File: src/rtl/axis_fifo_pkt.sv
// axis_fifo_pkt: AXI4-Stream first-word-fall-through FIFO with tlast carried
// alongside each word, an occupancy output and optional store-and-forward
// packet mode. Handshake flags depend only on registered state, plus the
// reset input, so the consumer's m_tready never reaches s_tready in one cycle.
module axis_fifo_pkt #(
  parameter int N        = 8,
  parameter int DEPTH    = 16,
  parameter int PKT_MODE = 0
) (
  input  logic                       clk,
  input  logic                       reset_n,
  input  logic [N-1:0]               s_tdata,
  input  logic                       s_tvalid,
  output logic                       s_tready,
  input  logic                       s_tlast,
  output logic [N-1:0]               m_tdata,
  output logic                       m_tvalid,
  input  logic                       m_tready,
  output logic                       m_tlast,
  output logic [$clog2(DEPTH):0]     count
);

  localparam int AW = $clog2(DEPTH);
  localparam int CW = AW + 1;

  // Each entry holds {tlast, data} so packet boundaries travel with the data.
  logic [N:0]    mem_q [DEPTH];
  logic [AW-1:0] wrPtr_q, wrPtr_d;
  logic [AW-1:0] rdPtr_q, rdPtr_d;
  logic [CW-1:0] count_q, count_d;
  logic [CW-1:0] pktCnt_q, pktCnt_d;
  logic          readyEn_q;

  logic full;
  logic empty;
  logic releaseOk;
  logic push;
  logic pop;
  logic pktIn;
  logic pktOut;

  assign full  = (count_q == CW'(DEPTH));
  assign empty = (count_q == '0);

  // Decide whether the stored words may be presented: always in cut-through
  // mode; in packet mode only once a whole packet is stored, or when the FIFO
  // is full, so that a packet longer than the FIFO cannot deadlock it.
  always_comb begin
    releaseOk = 1'b1;
    if (PKT_MODE != 0) begin
      releaseOk = (pktCnt_q != '0) || full;
    end
  end

  assign s_tready = reset_n & readyEn_q & ~full;
  assign m_tvalid = ~empty & releaseOk;
  assign m_tdata  = mem_q[rdPtr_q][N-1:0];
  assign m_tlast  = mem_q[rdPtr_q][N];
  assign count    = count_q;

  assign push   = s_tvalid & s_tready;
  assign pop    = m_tvalid & m_tready;
  assign pktIn  = push & s_tlast;
  assign pktOut = pop & m_tlast;

  // Next-state for pointers, occupancy and the count of complete stored packets.
  always_comb begin
    wrPtr_d  = wrPtr_q;
    rdPtr_d  = rdPtr_q;
    count_d  = count_q;
    pktCnt_d = pktCnt_q;
    if (push) begin
      wrPtr_d = wrPtr_q + AW'(1);
    end
    if (pop) begin
      rdPtr_d = rdPtr_q + AW'(1);
    end
    if (push && !pop) begin
      count_d = count_q + CW'(1);
    end else if (pop && !push) begin
      count_d = count_q - CW'(1);
    end
    if (pktIn && !pktOut) begin
      pktCnt_d = pktCnt_q + CW'(1);
    end else if (pktOut && !pktIn) begin
      pktCnt_d = pktCnt_q - CW'(1);
    end
  end

  // Control state; readyEn_q holds s_tready low until one edge after reset release.
  always_ff @(posedge clk) begin
    if (!reset_n) begin
      wrPtr_q   <= '0;
      rdPtr_q   <= '0;
      count_q   <= '0;
      pktCnt_q  <= '0;
      readyEn_q <= 1'b0;
    end else begin
      wrPtr_q   <= wrPtr_d;
      rdPtr_q   <= rdPtr_d;
      count_q   <= count_d;
      pktCnt_q  <= pktCnt_d;
      readyEn_q <= 1'b1;
    end
  end

  // Storage array; its contents are meaningless until written, so it has no reset.
  always_ff @(posedge clk) begin
    if (push) begin
      mem_q[wrPtr_q] <= {s_tlast, s_tdata};
    end
  end

endmodule

File: config.mk
export PLATFORM = sky130hd
export DESIGN_NAME = axis_fifo_pkt
export DESIGN_NICKNAME = d
export VERILOG_FILES = /design/src/rtl/axis_fifo_pkt.sv
export SDC_FILE = /design/constraint.sdc
export NUM_CORES = 1
export LEC_CHECK = 0
export BUFFER_PORTS_ARGS = -buffer_cell sky130_fd_sc_hd__buf_2
export CAP_MARGIN = 0
export CORE_ASPECT_RATIO = 1.1
export CORE_UTILIZATION = 65
export DETAILED_ROUTE_END_ITERATION = 10
export PLACE_DENSITY = 0.84
export SLEW_MARGIN = 10
export SYNTH_ARGS = -nofsm -noshare
export SYNTH_HDL_FRONTEND = slang
export SYNTH_SLANG_ARGS = --single-unit
File: constraint.sdc
create_clock -name clk -period 4.24 [get_ports clk]
set_input_delay 0.636 -clock clk [delete_from_list [all_inputs] [get_ports clk]]
set_output_delay 0.636 -clock clk [all_outputs]
set_load 0.02 [all_outputs]
==> results.md, run 1 <==
- Num Clock Sinks: 162
- Post-layout util: 0.7775
- Slowest cell delay on critical path: about 930 ps
- Max transition margin: 0.2556
- CTS tree: done
- Congestion Overflow GR: 0
- Hold Path Cell Cnt: 1
- Initial core utilization: 0.6762
- Number of synthesized register bits: between 150 and 200
- CTS Buf Count: 17
- CP Cell Sequence: buf_4 > mux4_2 > a22oi_1 > nand2_1 > buf_2
- Max Fclk: between 300 and 400 MHz
- Yosys cell types: 39
- Post-CTS Setup Repair Bufs: 0
- Pwr dens: approximately 550 nW/um^2
- Clk_lat worst skew: about 530 ps
- Setup crit start kind: flip-flop
- Fin area: ~7400 um^2
- Total track usage: 0.2904
- R2r endpoint: count[4]$_SDFFE_PN0P_
- Final setup fails: 0
- Hold Path Sink: readyEn_q$_DFF_P_
- Lkg Pwr: roughly 2.5 nW
- I/O Pins: 29
- Cell taking the most area after synthesis: edfxtp_1
- Syn_nets: around 370
- Sequential area share after synthesis: 0.7300
- Routed WL per cell: around 26 um
- Synth top area cells: edfxtp_1 67%, mux4_2 13%, dfxtp_1 5.6%
- Reg clk slew, reported paths: ~60 ps
- VDD IR-drop max: about 0.48 mV
- Worst hold start: reset_n
- Die width: a little under 100 um
- Hold Path Class: input port to flip-flop
- DR vias: around 3,400
- TNS Setup: 0 ps
- First-pass GRT wire length: about 21 mm
- WP data arrival: 2680 ps
- # hold bufs at CTS: 0
- Unrepaired setup endpoints after global routing: false
- Max Cap Violations: 0
- Tot Pwr: ~4.1 mW
- Commonest cells after routing, fill and taps aside: 144 x edfxtp_1, 36 x mux4_2, 28 x buf_2, 19 x buf_4
- Area growth from synthesis to layout: 14.97%
- Placed inst area: 6785 um^2
- CTS root buf: clkbuf_8
- Period minus WS final: 3311 ps
- Largest net degree at the start of global routing: 37
- Post-synth top flop: edfxtp_1
- Required time worst endpoint: between 3000 and 4000 ps
- Nets: 412
- Reg2Reg Setup Slack: roughly 1200 ps
- Worst Skew: 6.030 ps
- Row cnt: 37
- Endpoint class of the critical path: primary output
- Post-synth EDFFs: around 140
- Worst-Margin Slew: around 1100 ps
- Height of the chip: about 110 um
- Most common cell after layout, fill and taps aside: edfxtp_1
- DRT iter0 DRCs: 343
- Mapped Area: between 6000 and 7000 um^2
- Top cell type's share of synthesized area: 0.6738
- Core ar.: between 9000 and 10,000 um^2
- DRC viols: 0
- Number of vias per cell: about 6.6
- PortBufs: 28
- Slowest cell on crit path: dfxtp_1
- Crit Path Max Fanout: 19
- CTS H-Tree Depth: 4
- Clk buf depth: 2
- Post-DRT Antenna Nets: 0
- Average size of a mapped cell: 18.76 um^2
- Synth warn: 0
- Critical R2R Launch: count[0]$_SDFFE_PN0P_
- Period utilization: 0.7810
- Outcome: completed
- Final WL: 13.33 mm
- Initial antenna violation count: 0
- Async set-or-reset flop fraction in the synthesized netlist: 0
- Die footprint: about 10,000 um^2
- Antenna Diode Count: 0
- Routability Congestion: ~0.76
- Post-cts sizing count: 0
- Final Hold Fails: 0
- Critical path class: flip-flop to primary output
- Synth Instances: between 300 and 400
- Via count of the first global-routing pass: between 3,000 and 4,000
- Final HPWL DP: 7.797 mm
- Layout cells sized above 1: 0.3085
- Final worst-path setup slack: just over 900 ps
- Pins Over Slew Limit: 0
- Pre-CTS WS: 1287 ps
- Reg2reg path depth: 11
- Pre-antenna DRT Iters: 5
[worst max path at each step]
| stage | end | slack [ps] | from | cells past startpoint |
|---|---|---|---|---|
| 5_1_grt | m_tdata[0] | 770 | flip-flop | 5 |
| 4_1_cts | m_tdata[0] | 870 | flip-flop | 5 |
| 3_5_place_dp | count[4]$_SDFFE_PN0P_ | 1290 | count[0]$_SDFFE_PN0P_ | 11 |
| 2_1_floorplan | count[4]$_SDFFE_PN0P_ | 1420 | count[0]$_SDFFE_PN0P_ | 13 |
| 6_report | m_tdata[0] | 930 | flip-flop | 5 |
| 3_3_place_gp | count[4]$_SDFFE_PN0P_ | 1370 | count[0]$_SDFFE_PN0P_ | 11 |
[flip-flops by register name, indices dropped and copies added, names as in the netlist, named ones only]
signal / count
wrPtr_q: 4
mem_q: 144
count: 5
rdPtr_q: 4
readyEn_q: 1
[critical path: cells and delay by family, from the launching register on]
kind            cells  cell delay [ps]
buf+inv             2              510
simple gates        1              100
flops               1              930
mux                 1              320
compound gates      1              280
[cell usage after synthesis, types with 2 or more instances]
cell type	n
nand2_1	15
nor4_1	4
nand2b_1	3
a22oi_1	18
nor3_1	13
ha_1	9
edfxtp_1	144
nand3_1	9
or4_1	2
buf_2	5
nor2b_1	2
o21ai_2	2
buf_4	3
o21a_1	2
dfxtp_1	18
inv_1	5
a21oi_1	3
xnor2_1	2
clkbuf_1	7
xor2_1	4
mux2i_1	3
nor2_1	14
buf_6	2
mux4_2	36
buf_1	3
[power breakdown]
group,internal (mW),switching [mW],total [mW]
sequential,1.78,0.0559,1.83
combinational,0.356,0.420,0.776
clock,0.907,0.568,1.48
[logic make-up (layout without fill, tap and decap cells)]
| logic type | after synthesis | in the layout | synth area share |
|---|---|---|---|
| DFF | 162 | 162 | 0.7300 |
| and+or+nand+nor | 66 | 66 | 0.04952 |
| adders and majority gates | 10 | 10 | 0.02067 |
| xor gates and xnor gates | 6 | 6 | 0.008189 |
| buffers and inverters | 25 | 85 | 0.01969 |
| muxes | 39 | 39 | 0.1310 |
| AOI/OAI and AO/OA | 34 | 34 | 0.04094 |
[layer usage]
| metal | vias up | routed length (um) | GRT usage |
|---|---|---|---|
| li1 | 1486 | - | - |
| met1 | 1721 | 4917 | 0.3577 |
| met2 | 183 | 6930 | 0.4824 |
| met3 | 32 | 1069 | 0.08021 |
| met4 | 0 | 409 | 0.1375 |
| met5 | - | 0 | 0 |
[final cells by class]
cell class                 instances  area, um^2
sequential                       162        4686
tap                              117       146.4
fill                             473        2112
clock buffer                      24       523.0
timing repair buffer              48       302.8
multi-input combinational        155        1632
clock inverter                     8       70.07
inverter                           5       18.77
[metrics by stage]
| step | std cells | hold slack (ps) |
|---|---|---|
| after global routing | 519 | 369.6 |
| after detailed placement | 487 | 515.4 |
| after CTS | 519 | 352.5 |
| final | 519 | 377.3 |
| after floorplan | 342 | 477.7 |
| after global placement | 487 | 493.9 |
Note: power is estimated with default switching activity, not from simulation.
==> inputs of run 2 (changes only) <==
Settings changed: ABC_AREA set to 1, CORE_UTILIZATION 65 to 56, PLACE_DENSITY 0.84 to 0.76.
Clock period 4.24 ns to 2.9 ns, I/O delays scaled along.
==> run 2 against run 1 <==
  * The flow now finishes with violations (design-rule violations)
  * Non-clock buffer count unchanged
  * Routed wire length increased by 13%
  * Die area is 32% higher
  * Worst setup slack got worse by 630 ps
  * Sequential share of layout area is 5.8 points lower
  * Critical path depth increased by 2
  * Total power grew 58%
  * Final area up 10%
  * Sequential cell count stayed put
  * Clock-buffer cell count shrank 3
  * First-iteration DRC count up 39%
  * Critical endpoint is now m_tdata[7]
==> results.md, run 2 <==
- CTS tree: done
- VDD IR-drop max: roughly 0.53 mV
- Nets: between 700 and 800
- Mapped Area: 7311 um^2
- Setup crit start kind: flip-flop
- Routed WL per cell: 16.11 um
- Clk_lat worst skew: ~430 ps
- Max Cap Violations: 0
- Yosys cell types: 28
- Final WL: 15.11 mm
- CTS Buf Count: 17
- Total track usage: 0.2413
- Largest net degree at the start of global routing: 73
- Hold Path Cell Cnt: 1
- Post-DRT Antenna Nets: 0
- Final HPWL DP: roughly 9.3 mm
- Worst Skew: ~7.0 ps
- Period utilization: 0.8987
- Unrepaired setup endpoints after global routing: false
- Crit Path Max Fanout: 72
- WP data arrival: approximately 2200 ps
- DR vias: 5,072
- Syn_nets: between 700 and 800
- DRT iter0 DRCs: 477
- Lkg Pwr: 3.560 nW
- PortBufs: 28
- Max reg flops: about 140
- Antenna Diode Count: 0
- Via count of the first global-routing pass: about 5,000
- # hold bufs at CTS: 0
- Worst-Margin Slew: approximately 560 ps
- Required time worst endpoint: between 2000 and 2500 ps
- Pwr dens: 796.0 nW/um^2
- Post-synth top flop: edfxtp_1
- Num Clock Sinks: 162
- First-pass GRT wire length: 24.23 mm
- Reg clk slew, reported paths: ~60 ps
- Max Fclk: 383.7 MHz
- Top cell type's share of synthesized area: 0.5915
- CTS root buf: clkbuf_16
- Core ar.: 12,700 um^2
- Fin area: 8124 um^2
- Congestion Overflow GR: 0
- Placed inst area: around 7600 um^2
- Average size of a mapped cell: about 10 um^2
- Top reg by flops: mem_q
- Die width: roughly 110 um
- Most common cell after layout, fill and taps aside: nand2_1
- Top-count cell post-synth: nand2_1
- Pins Over Slew Limit: 0
- Final Hold Fails: 0
- Sequential area share after synthesis: 0.6408
- I/O Pins: 29
- Clk buf depth: 2
- DRC viols: 4
- Async set-or-reset flop fraction in the synthesized netlist: 0
- Cell taking the most area after synthesis: edfxtp_1
- Failing checks: design-rule violations
- Commonest cells after routing, fill and taps aside: 219 x nand2_1, 144 x edfxtp_1, 128 x inv_1, 115 x nand3_1, 28 x buf_2
- Reg2reg path depth: 11
- Max transition margin: 0.6276
- Area growth from synthesis to layout: 11.12%
- Number of synthesized register bits: roughly 160
- Hold Path Class: input port to flip-flop
- Number of vias per cell: between 5 and 6
- Final std cells w/o fill: 938
- Post-CTS Setup Repair Bufs: 0
- CTS H-Tree Depth: 4
- Most frequent cells after synthesis: 219 x nand2_1, 144 x edfxtp_1, 128 x inv_1, 115 x nand3_1, 22 x nor2_1
- Height of the chip: 121.8 um
- Pre-antenna DRT Iters: 8
- Initial core utilization: 0.5758
- Post-synth EDFFs: ~140
- Placed insts: 906
- Routability Congestion: between 0.8 and 0.9
- Synth Instances: 730
- Post-cts sizing count: 0
- Endpoint class of the critical path: primary output
- Synth warn: 0
- Period minus WS final: approximately 2600 ps
- Hold WS: approximately 250 ps
- Layout cells sized above 1: 0.1140
- Synth top area cells: edfxtp_1 59%, nand2_1 11%, nand3_1 7.9%
- Outcome: finished, violations left
- Die footprint: 13,520 um^2
- Initial antenna violation count: 0
- Critical path class: flip-flop to primary output
- TNS Setup: 0 ps
- Final setup fails: 0
- Row cnt: between 40 and 50
## run 2: changes by cell type after synthesis, moves of 4 or more
cell / before / now
a22oi_1: 18 / 0
buf_4: 3 / 11
buf_6: 2 / 11
clkbuf_1: 7 / 0
inv_1: 5 / 128
mux4_2: 36 / 0
nand2_1: 15 / 219
nand3_1: 9 / 115
nor2_1: 14 / 22
nor4_1: 4 / 0
o21ai_0: 0 / 5
## run 2: path summary, 6_finish.rpt
kind / from / endpoint / slack [ps]
min: reset_n / readyEn_q$_DFF_P_ / 250
min reg2reg: rdPtr_q[2]$_SDFFE_PN0P_ / flip-flop / 530
max: flip-flop / m_tdata[7] / 290
max reg2reg: count[0]$_SDFFE_PN0P_ / count[4]$_SDFFE_PN0P_ / 500
## run 2: final cells by class
cell class | count | area [um^2]
repair buffers | 48 | 302.8
clock buffers | 21 | 440.4
clock inverters | 11 | 113.9
multi-input cells | 405 | 1873
fillers | 955 | 4573
flip-flops and latches | 162 | 4686
inverters | 134 | 511.7
well taps | 157 | 196.4
## run 2: power by group
part	switching, mW	internal [mW]
clock network	0.862	1.26
logic	1.10	0.523
registers	0.121	2.61
## run 2: layer usage
metal,vias to the layer above,wire (um),global-route usage
li1,2420,-,-
met4,0,422,0.1259
met2,220,7572,0.4147
met1,2387,5894,0.2808
met5,-,0,0
met3,45,1218,0.06318
## run 2: worst max-delay path, stage by stage, from the launching register on
cell     delay, ps
dfxtp_2        630
inv_6          290
nand2_1        170
nand3_1         90
nand3_1        130
nand3_1        100
nand2_1        110
buf_2          170
## run 2: kinds of logic (layout without fill, tap and decap cells)
logic type               count (synthesis)  after routing  share of synthesized area
flip-flops                             162            162                     0.6408
buffers and inverters                  163            214                     0.1030
adder cells (fa/ha/maj)                 10             10                    0.01814
XOR/XNOR                                 3              3                   0.003595
AO/OA/AOI/OAI                           10             10                   0.006845
AND/OR/NAND/NOR                        382            382                     0.2276
## run 2: through the flow
step	setup WS, ps	power [mW]	utilization
2_1_floorplan	646.5	4.034	-
3_3_place_gp	473.8	4.312	0.5962
3_5_place_dp	387.6	4.378	0.5962
4_1_cts	305.8	6.469	0.6398
5_1_grt	135.4	6.760	0.6398
6_report	293.8	6.467	0.6398
==> inputs of run 3 (changes only) <==
Settings changed: PLACE_DENSITY 0.76 to 0.85.
==> run 3 against run 2 <==
  * The flow still finishes with violations (design-rule violations)
  * Critical path depth down 1
  * First-iteration DRC count is 35% higher
  * Sequential cell count stayed put
  * Via count decreased by 1.3%
  * Routed wire length grew 1.1%
  * Cell count is the same
  * Worst hold slack lost 3.0 ps
  * Die area stayed put
  * Total power rose by 1.2%
==> results.md, run 3 (synthesis results as in run 2) <==
- Outcome: finished, violations left
- Failing checks: design-rule violations
- Total track usage: 0.2425
- Final Hold Fails: 0
- Lkg Pwr: 3.578 nW
- Commonest cells after routing, fill and taps aside: 219 x nand2_1, 144 x edfxtp_1, 128 x inv_1, 115 x nand3_1, 28 x buf_2
- Height of the chip: around 120 um
- PortBufs: 28
- Max Cap Violations: 0
- Setup crit start kind: flip-flop
- Area growth from synthesis to layout: 11.67%
- VDD IR-drop max: ~0.55 mV
- Initial antenna violation count: 0
- Max Fclk: 396.2 MHz
- Layout cells sized above 1: 0.1191
- Placed inst area: around 7600 um^2
- CTS root buf: clkbuf_16
- Final setup fails: 0
- Reg clk slew, reported paths: 60 ps
- DRC viols: 6
- Die width: around 110 um
- Post-CTS Setup Repair Bufs: 0
- Top reg by flops: mem_q
- Antenna Diode Count: 0
- Fin area: around 8200 um^2
- Final HPWL DP: ~8.9 mm
- # hold bufs at CTS: 0
- Core ar.: between 10,000 and 15,000 um^2
- CTS tree: done
- Reg2reg path depth: 12
- Period minus WS final: approximately 2500 ps
- CTS H-Tree Depth: 4
- Routed WL per cell: approximately 16 um
- Hold Path Cell Cnt: 1
- Num Clock Sinks: ~160
- Congestion Overflow GR: 0
- Via count of the first global-routing pass: ~5,000
- FILL cells: approximately 930
- Row cnt: 43
- DRT iter0 DRCs: about 640
- Initial core utilization: 0.5758
- Crit Path Max Fanout: 30
- TNS Setup: 0 ps
- Routability Congestion: between 0.7 and 0.8
- Max transition margin: 0.6439
- CTS Buf Count: 17
- Unrepaired setup endpoints after global routing: false
- Clk buf depth: 2
- Post-cts sizing count: 0
- WP data arrival: 2090 ps
- Period utilization: 0.8704
- Final WL: between 15 and 20 mm
- Pins Over Slew Limit: 0
- Worst Skew: between 10 and 15 ps
- DR vias: roughly 5,000
- Largest net degree at the start of global routing: 73
- First-pass GRT wire length: 24.00 mm
- Endpoint class of the critical path: primary output
- Max reg flops: ~140
- Post-DRT Antenna Nets: 0
- Hold Path Class: input port to flip-flop
- Critical path class: flip-flop to primary output
- Required time worst endpoint: approximately 2500 ps
- Clk_lat worst skew: around 430 ps
- Die footprint: 13,520 um^2
- Most common cell after layout, fill and taps aside: nand2_1
- Pre-antenna DRT Iters: 9
- I/O Pins: 29
- Number of vias per cell: 5.339
- Nets: ~800
- Pwr dens: ~800 nW/um^2
- Post-layout util: 0.6430
- Worst-Margin Slew: between 500 and 600 ps
==> run 3: layer usage <==
| metal | up-vias | share of wire | track usage |
|---|---|---|---|
| met5 | - | 0 | 0 |
| met4 | 0 | 0.034 | 0.1447 |
| met2 | 247 | 0.51 | 0.4237 |
| met1 | 2288 | 0.37 | 0.2726 |
| met3 | 45 | 0.082 | 0.05821 |
| li1 | 2428 | - | - |
==> run 3: metrics by stage <==
step           setup slack [ps]  hold slack (ps)  cells  power (mW)
3_5_place_dp              406.2            520.0    906       4.337
4_1_cts                   357.1            232.8    938       6.556
5_1_grt                   230.2            241.0    938       6.853
3_3_place_gp              460.7            503.8    906       4.288
6_report                  375.8            250.7    938       6.542
2_1_floorplan             646.5            462.7    730       4.034
==> run 3: area by class of cell <==
cell class | count | area (um^2) | area share
clock buffer | 19 | 432.9 | 0.05303
clock inverter | 13 | 161.4 | 0.01977
inverter | 134 | 511.7 | 0.06268
multi-input combinational | 405 | 1873 | 0.2294
sequential | 162 | 4686 | 0.5739
tap | 157 | 196.4 | 0.02406
timing repair buffer | 48 | 302.8 | 0.03709
==> run 3: final timing paths <==
path	startpoint	to	slack [ps]
worst max-delay path	flip-flop	m_tdata[1]	380
worst min-delay path	reset_n	readyEn_q$_DFF_P_	250
worst max register to register	count[0]$_SDFFE_PN0P_	count[4]$_SDFFE_PN0P_	580
worst min register to register	rdPtr_q[2]$_SDFFE_PN0P_	flip-flop	520
==> run 3: report_power, final <==
part           internal, mW  switching, mW  leakage [nW]
Clock                  1.35          0.871         0.279
Sequential             2.61          0.120          1.44
Combinational         0.514           1.08          1.85
Total                  4.48           2.07          3.58
==> run 3: worst max-delay path, stage by stage, from the launching register on <==
cell and delay, ps:
dfxtp_1 550, buf_4 440, nand3_1 150, nand3_1 120, nand3_1 120, nand2_1 110
buf_2 160
